File: config.mk
export PLATFORM = sky130hd
export DESIGN_NAME = hwpf_req_queue_flat
export DESIGN_NICKNAME = d
export VERILOG_FILES = /design/src/rtl/hwpf_req_queue_if.sv /design/src/rtl/hwpf_req_queue.sv /design/src/flat_wrapper.sv
export SDC_FILE = /design/constraint.sdc
export NUM_CORES = 1
export LEC_CHECK = 0
export CORE_ASPECT_RATIO = 1.75
export CORE_MARGIN = 5
export CORE_UTILIZATION = 59
export CTS_BUF_LIST = sky130_fd_sc_hd__clkbuf_8
export DETAILED_ROUTE_END_ITERATION = 8
export PLACE_DENSITY = 0.9
export SYNTH_ARGS = -nofsm -noshare
export SYNTH_HDL_FRONTEND = slang
export SYNTH_SLANG_ARGS = --single-unit
File: constraint.sdc
create_clock -name clk_i -period 22.2 [get_ports clk_i]
set_input_delay 2.22 -clock clk_i [delete_from_list [all_inputs] [get_ports clk_i]]
set_output_delay 2.22 -clock clk_i [all_outputs]
set_load 0.005 [all_outputs]
File: src/rtl/hwpf_req_queue_if.sv
// Bus bundle for hwpf_req_queue: insert ports, issue handshake and observation outputs.
// The slave modport is the queue side; the master modport is the producer/consumer side.
interface hwpf_req_queue_if #(
   parameter int ADDR_WIDTH  = 40,
   parameter int QUEUE_DEPTH = 4,
   parameter int INSERTS     = 2,
   parameter int CNT_WIDTH   = 16
);
   localparam int CW = $clog2(QUEUE_DEPTH + 1);

   logic                                    flush_i;
   logic                                    lock_i;
   logic [INSERTS-1:0]                      take_req_i;
   logic [INSERTS-1:0][ADDR_WIDTH-1:0]      cpu_req_i;
   logic                                    issue_valid_o;
   logic [ADDR_WIDTH-1:0]                   issue_addr_o;
   logic                                    issue_ready_i;
   logic [QUEUE_DEPTH-1:0][ADDR_WIDTH-1:0]  data_cpu_o;
   logic [QUEUE_DEPTH-1:0]                  data_valid_o;
   logic [CW-1:0]                           count_o;
   logic                                    overflow_o;
   logic [CNT_WIDTH-1:0]                    drop_cnt_o;

   modport slave (
      input  flush_i, lock_i, take_req_i, cpu_req_i, issue_ready_i,
      output issue_valid_o, issue_addr_o, data_cpu_o, data_valid_o,
             count_o, overflow_o, drop_cnt_o
   );

   modport master (
      output flush_i, lock_i, take_req_i, cpu_req_i, issue_ready_i,
      input  issue_valid_o, issue_addr_o, data_cpu_o, data_valid_o,
             count_o, overflow_o, drop_cnt_o
   );
endinterface

File: src/rtl/hwpf_req_queue.sv
// Deduplicating prefetch-request queue: circular buffer with multi-port insert,
// valid/ready issue of the oldest entry, overflow policy and saturating drop counter.
module hwpf_req_queue #(
   parameter int ADDR_WIDTH  = 40,
   parameter int QUEUE_DEPTH = 4,
   parameter int INSERTS     = 2,
   parameter int DROP_OLDEST = 1,
   parameter int CNT_WIDTH   = 16
) (
   input logic              clk_i,
   input logic              rst_ni,
   hwpf_req_queue_if.slave  bus
);
   localparam int PW = (QUEUE_DEPTH > 1) ? $clog2(QUEUE_DEPTH) : 1;
   localparam int CW = $clog2(QUEUE_DEPTH + 1);
   localparam int DW = CNT_WIDTH + 1;

   logic [ADDR_WIDTH-1:0]                  mem_q [QUEUE_DEPTH];
   logic [ADDR_WIDTH-1:0]                  memD  [QUEUE_DEPTH];
   logic [PW-1:0]                          head_q, headD;
   logic [CW-1:0]                          count_q, countD;
   logic                                   overflow_q, overflowD;
   logic [CNT_WIDTH-1:0]                   dropCnt_q, dropCntD;
   logic [DW-1:0]                          dropSum;
   logic [QUEUE_DEPTH-1:0][ADDR_WIDTH-1:0] dataCpu_q, dataCpuD;
   logic [QUEUE_DEPTH-1:0]                 dataValid_q, dataValidD;
   logic [INSERTS-1:0]                     accepted;
   logic                                   pop;
   logic                                   dup;
   int                                     nAcc, cntAfterPop, freeSlots, excess, evict, stored, slot;

   function automatic logic [PW-1:0] wrapIdx(input int base, input int off);
      return PW'((base + off) % QUEUE_DEPTH);
   endfunction

   assign pop = (count_q != '0) & bus.issue_ready_i;

   // Dedup sees every valid entry, including one that leaves through the issue port this cycle.
   always_comb begin
      memD        = mem_q;
      accepted    = '0;
      nAcc        = 0;
      dup         = 1'b0;
      slot        = 0;
      headD       = head_q;
      countD      = count_q;
      overflowD   = 1'b0;
      dropCntD    = dropCnt_q;
      dropSum     = '0;
      dataCpuD    = '0;
      dataValidD  = '0;
      for (int k = 0; k < INSERTS; k++) begin
         dup = 1'b0;
         for (int i = 0; i < QUEUE_DEPTH; i++)
            if (i < int'(count_q) && mem_q[wrapIdx(int'(head_q), i)] == bus.cpu_req_i[k])
               dup = 1'b1;
         for (int j = 0; j < k; j++)
            if (accepted[j] && bus.cpu_req_i[j] == bus.cpu_req_i[k])
               dup = 1'b1;
         accepted[k] = bus.take_req_i[k] & ~bus.lock_i & ~bus.flush_i & ~dup;
         nAcc        = nAcc + int'(accepted[k]);
      end
      cntAfterPop = int'(count_q) - (pop ? 1 : 0);
      freeSlots   = QUEUE_DEPTH - cntAfterPop;
      excess      = (nAcc > freeSlots) ? nAcc - freeSlots : 0;
      evict       = (DROP_OLDEST != 0) ? excess : 0;
      stored      = nAcc - ((DROP_OLDEST != 0) ? 0 : excess);
      // Tail writes may land on slots being popped or evicted in the same cycle.
      for (int k = 0; k < INSERTS; k++) begin
         if (accepted[k] && slot < stored) begin
            memD[wrapIdx(int'(head_q) + int'(count_q), slot)] = bus.cpu_req_i[k];
            slot = slot + 1;
         end
      end
      dropSum = {1'b0, dropCnt_q} + DW'(excess);
      if (bus.flush_i) begin
         headD  = '0;
         countD = '0;
      end else begin
         headD     = wrapIdx(int'(head_q), (pop ? 1 : 0) + evict);
         countD    = CW'(cntAfterPop - evict + stored);
         overflowD = (excess > 0);
         dropCntD  = dropSum[CNT_WIDTH] ? '1 : dropSum[CNT_WIDTH-1:0];
      end
      for (int i = 0; i < QUEUE_DEPTH; i++) begin
         dataCpuD[i]   = memD[wrapIdx(int'(headD), i)];
         dataValidD[i] = (i < int'(countD));
      end
   end

   always_ff @(posedge clk_i) begin
      if (!rst_ni) begin
         head_q      <= '0;
         count_q     <= '0;
         overflow_q  <= 1'b0;
         dropCnt_q   <= '0;
         dataValid_q <= '0;
      end else begin
         head_q      <= headD;
         count_q     <= countD;
         overflow_q  <= overflowD;
         dropCnt_q   <= dropCntD;
         dataValid_q <= dataValidD;
      end
   end

   // Payload storage needs no reset; validity is tracked by count and the valid vector.
   always_ff @(posedge clk_i) begin
      mem_q     <= memD;
      dataCpu_q <= dataCpuD;
   end

   assign bus.issue_valid_o = (count_q != '0);
   assign bus.issue_addr_o  = mem_q[head_q];
   assign bus.data_cpu_o    = dataCpu_q;
   assign bus.data_valid_o  = dataValid_q;
   assign bus.count_o       = count_q;
   assign bus.overflow_o    = overflow_q;
   assign bus.drop_cnt_o    = dropCnt_q;
endmodule

File: src/flat_wrapper.sv
// flat-port wrapper written by rule: the top's interface ports become plain ports
module hwpf_req_queue_flat 
#(
   parameter int ADDR_WIDTH  = 40,
   parameter int QUEUE_DEPTH = 4,
   parameter int INSERTS     = 2,
   parameter int DROP_OLDEST = 1,
   parameter int CNT_WIDTH   = 16
)
  (clk_i, rst_ni, bus_flush_i, bus_lock_i, bus_take_req_i, bus_cpu_req_i, bus_issue_ready_i, bus_issue_valid_o, bus_issue_addr_o, bus_data_cpu_o, bus_data_valid_o, bus_count_o, bus_overflow_o, bus_drop_cnt_o);
  hwpf_req_queue_if #(.ADDR_WIDTH(ADDR_WIDTH), .QUEUE_DEPTH(QUEUE_DEPTH), .INSERTS(INSERTS), .CNT_WIDTH(CNT_WIDTH)) bus_i ();
  input logic clk_i;
  input logic rst_ni;
  input wire logic [$bits(bus_i.flush_i)-1:0] bus_flush_i;
  input wire logic [$bits(bus_i.lock_i)-1:0] bus_lock_i;
  input wire logic [$bits(bus_i.take_req_i)-1:0] bus_take_req_i;
  input wire logic [$bits(bus_i.cpu_req_i)-1:0] bus_cpu_req_i;
  input wire logic [$bits(bus_i.issue_ready_i)-1:0] bus_issue_ready_i;
  output wire logic [$bits(bus_i.issue_valid_o)-1:0] bus_issue_valid_o;
  output wire logic [$bits(bus_i.issue_addr_o)-1:0] bus_issue_addr_o;
  output wire logic [$bits(bus_i.data_cpu_o)-1:0] bus_data_cpu_o;
  output wire logic [$bits(bus_i.data_valid_o)-1:0] bus_data_valid_o;
  output wire logic [$bits(bus_i.count_o)-1:0] bus_count_o;
  output wire logic [$bits(bus_i.overflow_o)-1:0] bus_overflow_o;
  output wire logic [$bits(bus_i.drop_cnt_o)-1:0] bus_drop_cnt_o;
  assign bus_i.flush_i = bus_flush_i;
  assign bus_i.lock_i = bus_lock_i;
  assign bus_i.take_req_i = bus_take_req_i;
  assign bus_i.cpu_req_i = bus_cpu_req_i;
  assign bus_i.issue_ready_i = bus_issue_ready_i;
  assign bus_issue_valid_o = bus_i.issue_valid_o;
  assign bus_issue_addr_o = bus_i.issue_addr_o;
  assign bus_data_cpu_o = bus_i.data_cpu_o;
  assign bus_data_valid_o = bus_i.data_valid_o;
  assign bus_count_o = bus_i.count_o;
  assign bus_overflow_o = bus_i.overflow_o;
  assign bus_drop_cnt_o = bus_i.drop_cnt_o;
  hwpf_req_queue #(.ADDR_WIDTH(ADDR_WIDTH), .QUEUE_DEPTH(QUEUE_DEPTH), .INSERTS(INSERTS), .DROP_OLDEST(DROP_OLDEST), .CNT_WIDTH(CNT_WIDTH)) u_core (.clk_i(clk_i), .rst_ni(rst_ni), .bus(bus_i));
endmodule
---- Yosys cells after proc, flatten, opt, wreduce, memory -nomap -nowiden ----
Cells that the tools add are included.
W data, S select, Z words.
storage, ports and cells
  register bits after elaboration ......... 346
  input bits .............................. 87
  output and inout bits ................... 225
operators by class
  $add $sub $neg .......................... 17
  magnitude comparators ................... 24
  eq/ne operators ......................... 9
  multiplexer cells ....................... 47
  bitwise operators ....................... 22
  reduce and logical (&&, ||, !) cells .... 15
operators with widths
  cell                     number
  $mux W40                 18
  $bmux W40 S2             8
  $eq A40 B40 Y1           9
  $bwmux W160              2
  $mux W160                2
  $demux W40 S2            2
  $gt A32 B1 Y1 const B    1
  $gt A32 B32 Y1           1
  $lt A1 B32 Y1 const A    1
  $lt A2 B32 Y1            1
  $mux W32                 1
  $sub A32 B32 Y32         1
  $sub A4 B32 Y32 const A  1
  $ge A3 B3 Y1 const B     10
  $not A2 Y3               10
  $add A16 B17 Y17         1
  $mux W16                 1
  $logic_and A1 B1 Y1      13
  $lt A1 B3 Y1 const A     4
  $lt A2 B3 Y1 const A     4
  $mux W1                  11
  $add A2 B2 Y2            4
  $add A2 B2 Y2 const B    4
  $and A1 B1 Y1            7
  11 further kinds         17

---- Longest topological paths before layout ----
  depth in word-level cells ............... 31
  depth in mapped cells ................... 39
  depth with buffers taken out ............ 29

---- Worst setup path after synthesis ----
OpenSTA, ideal clock, no wires.
  path kind ............................... input-to-reg
  start ................................... input bus_cpu_req_i[3]
  end ..................................... register u_core.dropCnt_q[11] (netlist: u_core.bus.drop_cnt_o[11])
  library setup time ...................... 0.119 ns
  data arrival time ....................... 8.276 ns
  data required time ...................... 22.081 ns
  setup slack ............................. 13.805 ns
  cell stages on the path ................. 31
  cell sequence ........................... clkbuf_1 > inv_1 > a222oi_1 > o21ai_0 > a2111oi_0 > o221ai_1 > nand4bb_1 > nand4_1 > buf_2 > buf_4 > buf_2 > nand3_1 > inv_1 > ha_1 > ha_1 > fa_1 > o21bai_1 > o21ai_2 > nor2_1 > ha_1 > a21o_1 > a21oi_1 > o21bai_1 > a211oi_1 > nor3_1 > o31ai_1 > o2111ai_1 > a21oi_1 > xnor2_1 > or2_2 > o221a_2
between the ends
  longest elaborated chain between the ends .. 17
ends and longest elaborated chain
  what                                                RTL line               source
  start, declared                                     flat_wrapper.sv:17     input wire logic [$bits(bus_i.cpu_req_i)-1:0] bus_cpu_req_i;
  $eq A40 B40 Y1                                      hwpf_req_queue.sv:55   if (i < int'(count_q) && mem_q[wrapIdx(int'(head_q), i)] == bus.cpu_req_i[k])
  $logic_and A1 B1 Y1                                 hwpf_req_queue.sv:55
  $mux W1 (4 in series)                               hwpf_req_queue.sv:55
  $not A1 Y1                                          hwpf_req_queue.sv:60   accepted[k] = bus.take_req_i[k] & ~bus.lock_i & ~bus.flush_i & ~dup;
  $and A1 B1 Y1                                       hwpf_req_queue.sv:60
  $logic_and A1 B1 Y1                                 hwpf_req_queue.sv:58   if (accepted[j] && bus.cpu_req_i[j] == bus.cpu_req_i[k])
  $mux W1                                             hwpf_req_queue.sv:58
  $not A1 Y1                                          hwpf_req_queue.sv:60
  $and A1 B1 Y1                                       hwpf_req_queue.sv:60
  $add A1 B1 Y2 *                                     hwpf_req_queue.sv:61   nAcc = nAcc + int'(accepted[k]);
  $sub A32 B32 Y32 or $gt A32 B32 Y1 (tied branches)  hwpf_req_queue.sv:65   excess = (nAcc > freeSlots) ? nAcc - freeSlots : 0;
  $mux W32 *                                          hwpf_req_queue.sv:65
  $add A16 B17 Y17 *                                  hwpf_req_queue.sv:75   dropSum = {1'b0, dropCnt_q} + DW'(excess);
  $mux W16 *                                          hwpf_req_queue.sv:83   dropCntD = dropSum[CNT_WIDTH] ? '1 : dropSum[CNT_WIDTH-1:0];
  end signal, assigned                                hwpf_req_queue.sv:102  dropCnt_q <= dropCntD;
  end, declared                                       hwpf_req_queue.sv:23   logic [CNT_WIDTH-1:0] dropCnt_q, dropCntD;
Mark *: on every way between the ends. The rest lies on a longest branch, timed or not.
A chain may end at the register's enable or synchronous reset.

---- Final worst setup path ----
  start ................................... register u_core.head_q[1]
  end ..................................... register u_core.dropCnt_q[14] (netlist: u_core.bus.drop_cnt_o[14])
between the ends
  longest elaborated chain between the ends .. 21
ends and longest elaborated chain
  what                                                              RTL line                                    source
  start, declared                                                   hwpf_req_queue.sv:20                        logic [PW-1:0] head_q, headD;
  start signal, assigned                                            hwpf_req_queue.sv:93                        head_q <= '0;
  start signal, assigned                                            hwpf_req_queue.sv:99                        head_q <= headD;
  $add A2 B1 Y2 or $not A2 Y3 (tied branches)                       hwpf_req_queue.sv:33, hwpf_req_queue.sv:55
  $not A2 Y3 (not written as such) or $bmux W40 S2 (tied branches)  hwpf_req_queue.sv:55
  $bmux W40 S2 or $mux W40 (tied branches)                          hwpf_req_queue.sv:55
  $mux W40 (not written as such)                                    hwpf_req_queue.sv:55
  $mux W40 (not written as such) or $eq A40 B40 Y1 (tied branches)  hwpf_req_queue.sv:55
  $eq A40 B40 Y1 or $logic_and A1 B1 Y1 (tied branches)             hwpf_req_queue.sv:55
  $logic_and A1 B1 Y1 or $mux W1 (tied branches)                    hwpf_req_queue.sv:55
  $mux W1 (3 in series)                                             hwpf_req_queue.sv:55
  [3 not listed]                                                    --
  $mux W1                                                           hwpf_req_queue.sv:58
  $not A1 Y1                                                        hwpf_req_queue.sv:60
  $and A1 B1 Y1                                                     hwpf_req_queue.sv:60
  $add A1 B1 Y2 *                                                   hwpf_req_queue.sv:61
  $sub A32 B32 Y32 or $gt A32 B32 Y1 (tied branches)                hwpf_req_queue.sv:65
  $mux W32 *                                                        hwpf_req_queue.sv:65
  $add A16 B17 Y17 *                                                hwpf_req_queue.sv:75
  $mux W16 *                                                        hwpf_req_queue.sv:83
Mark *: on every way between the ends. The rest lies on a longest branch, timed or not. The select of a mux whose other input is x is not followed.

==> results.sh <==
export IMPL_finalHoldViolCount=0
export IMPL_num_vias=30812
export IMPL_ys_seq_elements=345
export IMPL_path_max_fanout=103
export IMPL_fin_nets=3469
export IMPL_postCtsSetupRepairBufs=0
export IMPL_die_y_um=320
export IMPL_synth_async_reset_ratio_pct=0
export IMPL_gp_congestion=1.18
export IMPL_intPower_mw=2.93
export IMPL_cts_hold_fix_buffers=0
export IMPL_die_area_um2=59700
export IMPL_synthesis_instances=3239
export IMPL_grtUsageTotal_pct=52.4
export IMPL_rsz0062_at_grt="no"
export IMPL_area_growth_pct=12.1
export IMPL_die_width_um=187
export IMPL_ys_top_cells_by_count="354 x mux2i_1, 345 x dfxtp_1, 271 x xnor2_1"
export IMPL_hold_slack_ns=0.567
export IMPL_critPathLaunchType="flip-flop"
export IMPL_synth_top_area_share_pct=21.4
export IMPL_synth_distinct_cells=91
export IMPL_clkPwrFrac_pct=9.1
export IMPL_path_class="flip-flop to flip-flop"
export IMPL_comb_power_share_pct=71.3
export IMPL_hold_class="flip-flop to flip-flop"
export IMPL_period_minus_slack_ns=11.00
export IMPL_critPathTopFamily="compound AO/OA/AOI/OAI gates"
export IMPL_wl_per_cell_um=39.7
export IMPL_first_pass_iters=8
export IMPL_synth_avg_cell_area_um2=9.98
export IMPL_r2r_slack_ns=11.20
export IMPL_drt_wl_total_um=162000
export IMPL_clock_skew_ns=0.0205
export IMPL_drt_vias_per_instance=7.56
export IMPL_setup_tns_final_ns=0
export IMPL_p_per_area_nw_per_um2=169
export IMPL_grt_max_degree=165
export IMPL_synth_nets=3364
export IMPL_final_util_pct=66.7
export IMPL_worstPathArrival_ns=11.54
export IMPL_cts_buffer_depth=3
export IMPL_synth_top_area_cell="dfxtp_1"
export IMPL_place_area_um2=35200
export IMPL_seqPwrFrac_pct=19.6
export IMPL_synthMostInstantiatedCell="mux2i_1"
export IMPL_antenna_found_initial=15
export IMPL_cp_required_ns=22.74
export IMPL_synth_edf_count=0
export IMPL_critical_path_slowest_cell="dfxtp_4"
export IMPL_swShare_pct=52.0
export IMPL_max_slew_margin_pct=-7.59
export IMPL_drc_errors=0
export IMPL_drive_gt1_share_pct=19.3
export IMPL_overflow=0
export IMPL_end_kind="flip-flop"
export IMPL_core_um2=54300
export IMPL_drt_initial_drc_count=4598
export IMPL_synth_flop_cell="dfxtp_1"
export IMPL_ir_drop_mv=0.233
export IMPL_cp_slowest_stage_delay_ns=0.87
export IMPL_htreeDepth=2
export IMPL_cts_resized=0
export IMPL_switchingPower_mw=3.18
export IMPL_status="complete, but fails checks"
export IMPL_io_buffers=311
export IMPL_yosys_warnings=0
export IMPL_start_util_pct=59.5
export IMPL_cts_buffers_inserted=52
export IMPL_netlist_area_um2=32300
export IMPL_cts_tree="done"
export IMPL_grt_pass1_wl_um=230000
export IMPL_cts_clk_slew_worst_paths_ns=0.07
export IMPL_root_buffer="clkbuf_8"
export IMPL_ant_nets=0
export IMPL_finalCritPeriodShare_pct=49.5
export IMPL_final_setup_viol_count=0
export IMPL_violations="max-capacitance violations, max-slew violations"
export IMPL_synth_area_leaders="dfxtp_1 21%, mux2i_1 11%, o31ai_4 11%"
export IMPL_grt_pass1_vias=31276
export IMPL_critPathBufInv=3
export IMPL_cap_viol_max_count=2
export IMPL_clkSinkCount=345
export IMPL_clock_fmax_mhz=90.9
export IMPL_pin_count=312
export IMPL_rows=113
export IMPL_clock_latency_ns=0.72
export IMPL_worst_slew_pin_slew_ns=1.60
export IMPL_yosysSeqAreaShare_pct=21.4
export IMPL_slew_violations=6
export IMPL_p_leak_nw=13.4
export IMPL_final_area_um2=36200
export IMPL_dp_hpwl_um=117000
## power groups by stage
stage / logic [mW] / registers (mW) / clock network [mW]
6_report: 4.36 / 1.20 / 0.554
5_1_grt: 4.46 / 1.21 / 0.579
4_1_cts: 4.16 / 1.17 / 0.546
3_5_place_dp: 4.10 / 1.17 / 0
3_3_place_gp: 3.99 / 1.14 / 0
2_1_floorplan: 2.65 / 1.07 / 0
## placed cells by master, fill, tap and decap left out, types with 7 or more instances in the layout
master	count
mux2_2	181
a21boi_0	121
a222oi_1	8
xnor2_1	269
nor2b_1	12
nand2_1	67
nor2_1	60
nor4_1	42
o221ai_1	8
a211oi_1	10
a21boi_1	39
nand3b_1	157
clkinv_2	9
clkdlybuf4s50_1	311
mux2i_2	7
nand3_1	45
clkbuf_8	61
o21ai_0	32
xor2_1	85
nor3_1	194
o2111ai_1	10
inv_1	241
or3_1	8
nand2b_1	12
nand4_1	70
a21oi_1	47
o31ai_4	160
and3_1	9
and2_1	14
o22ai_1	18
dfxtp_1	343
ha_1	33
buf_4	47
mux4_2	133
mux2i_1	353
## registers in the layout, indices dropped and copies added (netlist names)
| name | count |
|---|---|
| u_core.bus.data_valid_o | 4 |
| u_core.bus.data_cpu_o | 160 |
| u_core.mem_q | 160 |
| u_core.head_q | 2 |
| u_core.bus.drop_cnt_o | 16 |
| u_core.bus.overflow_o | 1 |
| u_core.bus.count_o | 2 |
## per-stage QoR
step                total power [mW]  setup slack [ns]  std cells
CTS                             5.87             11.52       4071
finish                          6.11             11.20       4075
global placement                5.13             11.55       3980
floorplan                       3.72             13.81       3239
detailed placement              5.26             11.35       3980
global route                    6.24             10.79       4073
## final cells by class
class,instances,area [um^2]
multi-input combinational,2351,23000
fill,3821,18100
sequential,345,6910
timing repair buffer,362,3550
inverter,232,871
tap,690,863
clock buffer,61,840
clock inverter,30,194
antenna,4,10.0
## worst min-delay path, stage by stage, from the launching register on
cell     delay [ns]
dfxtp_1        0.32
o21ai_0        0.14
a21oi_1        0.06
## worst paths after layout
check | startpoint | depth (start not counted) | to
setup / recovery | u_core.head_q[1] | 29 | u_core.bus.drop_cnt_o[14]
hold / removal | u_core.bus.drop_cnt_o[9] | 2 | u_core.bus.drop_cnt_o[9]
setup reg to reg | u_core.head_q[1] | 29 | u_core.bus.drop_cnt_o[14]
hold reg to reg | u_core.bus.drop_cnt_o[9] | 2 | u_core.bus.drop_cnt_o[9]
## logic make-up (layout without fill, tap and decap cells)
logic type,after synthesis,count (layout),synth area share (%)
DFF,345,345,21.4
adders and majority gates,38,38,1.59
AOI/OAI and AO/OA,540,540,19.2
other,0,4,0
buffers and inverters,543,685,7.84
and+or+nand+nor,739,739,13.4
xor gates and xnor gates,358,358,9.73
muxes,676,676,26.9
## routing by layer
metal,vias up,GRT usage [%],share of wire [%]
met1,14871,53.3,31
met4,16,52.4,13
met5,-,0,0.080
met2,2803,83.8,45
met3,993,15.9,11
li1,12129,-,-
Power figures use the tool's default switching activity.
